==> config.mk <==
export PLATFORM = sky130hd
export DESIGN_NAME = hazard_ctrl
export DESIGN_NICKNAME = d
export VERILOG_FILES = /design/src/rtl/hazard_ctrl.sv
export SDC_FILE = /design/constraint.sdc
export NUM_CORES = 1
export LEC_CHECK = 0
export BUFFER_PORTS_ARGS = -buffer_cell sky130_fd_sc_hd__buf_4
export CORE_ASPECT_RATIO = 1.1
export CORE_UTILIZATION = 50
export DETAILED_ROUTE_END_ITERATION = 7
export PLACE_DENSITY = 0.75
export SYNTH_ARGS = -nofsm -noshare
export SYNTH_HDL_FRONTEND = slang
export SYNTH_SLANG_ARGS = --single-unit
==> constraint.sdc <==
create_clock -name clk -period 2.6 [get_ports clk]
set_input_delay 0.52 -clock clk [delete_from_list [all_inputs] [get_ports clk]]
set_output_delay 0.52 -clock clk [all_outputs]
set_load 0.01 [all_outputs]
==> src/rtl/hazard_ctrl.sv <==
// Pipeline interlock controller: load-use, mul/div scoreboard and branch-squash control
// for the ID stage. It drives the PC, IF/ID and ID/EX register enables.
module hazard_ctrl #(
  parameter int MD_LAT = 4
) (
  input  logic       clk,
  input  logic       rst_n,
  input  logic [3:0] IDregR1,
  input  logic [3:0] IDregR2,
  input  logic       IDuseR1,
  input  logic       IDuseR2,
  input  logic [3:0] IDregRd,
  input  logic       IDregWrite,
  input  logic       IDvalid,
  input  logic       IDmulDiv,
  input  logic       EXmemRead,
  input  logic [3:0] EXregRd,
  input  logic       EXbranchTaken,
  output logic       pcWrite,
  output logic       ifidWrite,
  output logic       ifidFlush,
  output logic       idexBubble,
  output logic       mdIssue,
  output logic       mdBusy,
  output logic       mdDone
);

  typedef enum logic {IDLE, BUSY} state_t;

  state_t      r_state, w_state_nxt;
  logic [3:0]  r_cnt, w_cnt_nxt;
  logic [15:0] r_pending, w_pending_nxt;

  logic w_lu, w_raw, w_waw, w_str, w_stall;

  // pending[0] is never set, so register 0 can never raise a scoreboard hazard
  assign w_lu    = EXmemRead && (EXregRd != 4'd0) &&
                   ((IDuseR1 && (IDregR1 == EXregRd)) || (IDuseR2 && (IDregR2 == EXregRd)));
  assign w_raw   = (IDuseR1 && r_pending[IDregR1]) || (IDuseR2 && r_pending[IDregR2]);
  assign w_waw   = IDregWrite && r_pending[IDregRd];
  assign w_str   = IDmulDiv && (r_state == BUSY);
  assign w_stall = IDvalid && !EXbranchTaken && (w_lu || w_raw || w_waw || w_str);

  assign mdBusy = (r_state == BUSY);
  assign mdDone = (r_state == BUSY) && (r_cnt == 4'd0);

  always_comb begin
    pcWrite    = 1'b1;
    ifidWrite  = 1'b1;
    ifidFlush  = 1'b0;
    idexBubble = 1'b0;
    mdIssue    = 1'b0;
    if (EXbranchTaken) begin
      ifidFlush  = 1'b1;
      idexBubble = 1'b1;
    end else if (w_stall) begin
      pcWrite    = 1'b0;
      ifidWrite  = 1'b0;
      idexBubble = 1'b1;
    end else if (IDvalid && IDmulDiv) begin
      mdIssue = 1'b1;
    end
  end

  always_comb begin
    w_state_nxt   = r_state;
    w_cnt_nxt     = r_cnt;
    w_pending_nxt = r_pending;
    if (r_state == BUSY) begin
      if (r_cnt == 4'd0) begin
        w_state_nxt   = IDLE;
        w_pending_nxt = 16'd0;
      end else begin
        w_cnt_nxt = r_cnt - 4'd1;
      end
    end
    // Issue is only possible from IDLE: a mul/div in ID while BUSY is a structural stall
    if (mdIssue) begin
      w_state_nxt = BUSY;
      w_cnt_nxt   = 4'(MD_LAT - 1);
      if (IDregRd != 4'd0) w_pending_nxt[IDregRd] = 1'b1;
    end
  end

  always_ff @(posedge clk or negedge rst_n) begin
    if (!rst_n) begin
      r_state   <= IDLE;
      r_cnt     <= 4'd0;
      r_pending <= 16'd0;
    end else begin
      r_state   <= w_state_nxt;
      r_cnt     <= w_cnt_nxt;
      r_pending <= w_pending_nxt;
    end
  end

endmodule

==> impl_metrics.env <==
export IMPL_status="finished, violations left"
export IMPL_violations="setup timing"
export IMPL_grt_pass1_wl_um=6400
export IMPL_max_vdd_ir_drop_mv=0.534
export IMPL_switchingPower_w=0.000566
export IMPL_hp_class="in -> async"
export IMPL_cts_root_buf="clkbuf_4"
export IMPL_drt_wl_total_um=3880
export IMPL_cts_buffers=3
export IMPL_drtPass1Iterations=4
export IMPL_syn_avg_cell_area_sq_um=9.80
export IMPL_clock_skew_ns=0.0148
export IMPL_synthToLayoutAreaGrowth_pct=19.0
export IMPL_ys_ff_latch=21
export IMPL_cts_hold_fix_buffers=0
export IMPL_synthTopCellsByArea="dfrtp_1, mux4_2, o21ai_2"
export IMPL_period_share=1.04
export IMPL_portBuffers=31
export IMPL_cp_common_cell="buf_4"
export IMPL_setup_tns_ns=-0.374
export IMPL_swShare=0.395
export IMPL_slew_viol_final=0
export IMPL_fin_ws_ns=-0.104
export IMPL_h_tree_depth=1
export IMPL_hpwl_um=3030
export IMPL_seqPwrFrac=0.409
export IMPL_worst_hold_slack_ns=0.0792
export IMPL_die_area_sq_mm=0.00349
export IMPL_routed_via_density=6.03
export IMPL_power_density_mw_per_mm2=739
export IMPL_synth_area_sq_mm=0.00163
export IMPL_synth_most_common_cell="dfrtp_1"
export IMPL_crit_required_ns=2.08
export IMPL_power_combinational_fraction=0.485
export IMPL_core_area_sq_mm=0.00307
export IMPL_synth_top_area_frac=0.323
export IMPL_tightest_slew_ns=0.504
export IMPL_synthCells=166
export IMPL_hold_violations=0
export IMPL_insertion_delay_ns=0.30
export IMPL_clk_pin_slew_ns=0.12
export IMPL_drc=0
export IMPL_relSlewSlack=0.664
export IMPL_diodes=0
export IMPL_post_route_util=0.630
export IMPL_initial_utilization=0.529
export IMPL_track_usage=0.240
export IMPL_max_freq_ghz=0.370
export IMPL_avgRoutedWirePerCell_um=16.9
export IMPL_final_layout_size_suffix_gt1_frac=0.362
export IMPL_grt_max_degree=22
export IMPL_grt_pass1_vias=1414
export IMPL_synth_flop_cell="dfrtp_1"
export IMPL_clock_sinks=21
export IMPL_pin_count=32
export IMPL_finalCriticalPeriod_ns=2.70
export IMPL_critPathArrivalTime_ns=2.18
export IMPL_slowest_stage="mux4_2"
export IMPL_antenna_found_initial=0
export IMPL_synthesis_nets=193
export IMPL_ys_seq_area_frac=0.323
export IMPL_power_w=0.00143
export IMPL_crit_fanout=4
export IMPL_place_gp_congestion=0.865
export IMPL_end_kind="primary output"
export IMPL_post_synth_top_area_cell="dfrtp_1"
export IMPL_cap_violations=0
export IMPL_internal_power_w=0.000865
export IMPL_rsz0062_at_grt="true"
export IMPL_die_w_um=56.4
export IMPL_yosys_cell_types_count=40
export IMPL_synth_edff_count=0
export IMPL_post_place_ws_ns=-0.0762
export IMPL_pwr_share_clk=0.106
export IMPL_worstSetupPathType="reg -> out"
export IMPL_setup_viol=4
export IMPL_vias=1387
export IMPL_cts_tree="yes"
export IMPL_path_cells="mux4_2, mux2i_1, nor3b_1, a31oi_1, buf_4, nand4b_4, o21ai_4, buf_4"
export IMPL_synthArstFlopShare=1.00
export IMPL_rows=21
export IMPL_cp_start_kind="register"
export IMPL_slowest_delay_ns=0.47
export IMPL_drt_iter0_markers=80
export IMPL_yosys_top_cells_count="dfrtp_1, nand2_1, nand3_1"
export IMPL_clockBufferDepth=2
export IMPL_die_h_um=61.8
export IMPL_ant_nets=0
export IMPL_final_nets=224
export IMPL_overflow=0
export IMPL_synth_warnings=0
export IMPL_power_leakage_nw=0.849
per-stage QoR:
stage          instance area [sq um]  instances
2_1_floorplan                   1640        166
3_3_place_gp                    1890        225
3_5_place_dp                    1890        225
4_1_cts                         1920        229
5_1_grt                         1940        230
6_report                        1940        230
area by class of cell:
cell class / count / area, sq um
clock buffer: 4 / 26.3
fill: 279 / 1140
inverter: 5 / 18.8
multi-input combinational: 126 / 1010
sequential: 21 / 526
tap: 34 / 42.5
timing repair buffer: 40 / 308
sequential cells by signal (all words and copies together) (netlist names):
| register | cells |
|---|---|
| r_cnt | 4 |
| mdBusy | 1 |
| r_pending | 16 |
power by group through the flow:
stage	sequential [W]	clock, W	combinational, W
6_report	0.000585	0.000152	0.000694
5_1_grt	0.000600	0.000169	0.000764
4_1_cts	0.000578	0.000160	0.000688
3_5_place_dp	0.000586	0	0.000683
3_3_place_gp	0.000587	0	0.000645
2_1_floorplan	0.000543	0	0.000526
metal layers:
layer  up-vias  wire (um)  global-route usage  share of wire
li1        664          -                   -              -
met5         -          0                   0              0
met1       656       1700               0.320           0.44
met4         0         87               0.105          0.022
met3        10        227              0.0311          0.059
met2        57       1860               0.405           0.48
final timing paths:
path | startpoint | endpoint | slack, ns | depth (start not counted)
worst min register to register | r_pending[7] | r_pending[7] | 0.55 | 2
min in group clk | IDregRd[2] | r_pending[13] | 0.51 | 3
worst min-delay path | rst_n | r_pending[6] | 0.08 | 1
worst max register to register | r_pending[6] | r_cnt[2] | 0.33 | 9
max in group asynchronous | rst_n | r_pending[4] | 2.30 | 1
worst max-delay path | r_pending[6] | pcWrite | -0.10 | 8
cells by family after synthesis:
group                    share of synthesized area
AO/OA/AOI/OAI                                0.126
XOR/XNOR                                    0.0592
adder cells (fa/ha/maj)                     0.0154
buffers and inverters                       0.0615
flip-flops                                   0.323
multiplexers                                 0.184
AND/OR/NAND/NOR                              0.231
cell usage in the layout, fill, tap and decap left out, types with 3 or more instances in the layout:
master	count
buf_4	38
dfrtp_1	21
nand2_1	20
nand3_1	14
mux4_2	10
o21ai_2	10
xnor2_1	8
nand4_1	7
o21ai_1	7
nor2b_1	6
nor2_1	6
inv_1	5
mux2i_1	4
nand3b_1	3
mux2_2	3
xor2_1	3
clkbuf_4	3
timing repair:
action                                  in CTS  in global routing
buffers inserted                             0                  1
gates resized for setup                      1                  1
pin swaps                                    1                  1
endpoints found under the setup margin       4                  4
critical path: cells and delay by family, from the launching register on:
kind | cells | cell delay, ns
AOI/OAI and AO/OA | 2 | 0.29
buffers and inverters | 2 | 0.29
DFF | 1 | 0.44
and+or+nand+nor | 2 | 0.21
muxes | 2 | 0.65
(Power assumes the default switching activity.)
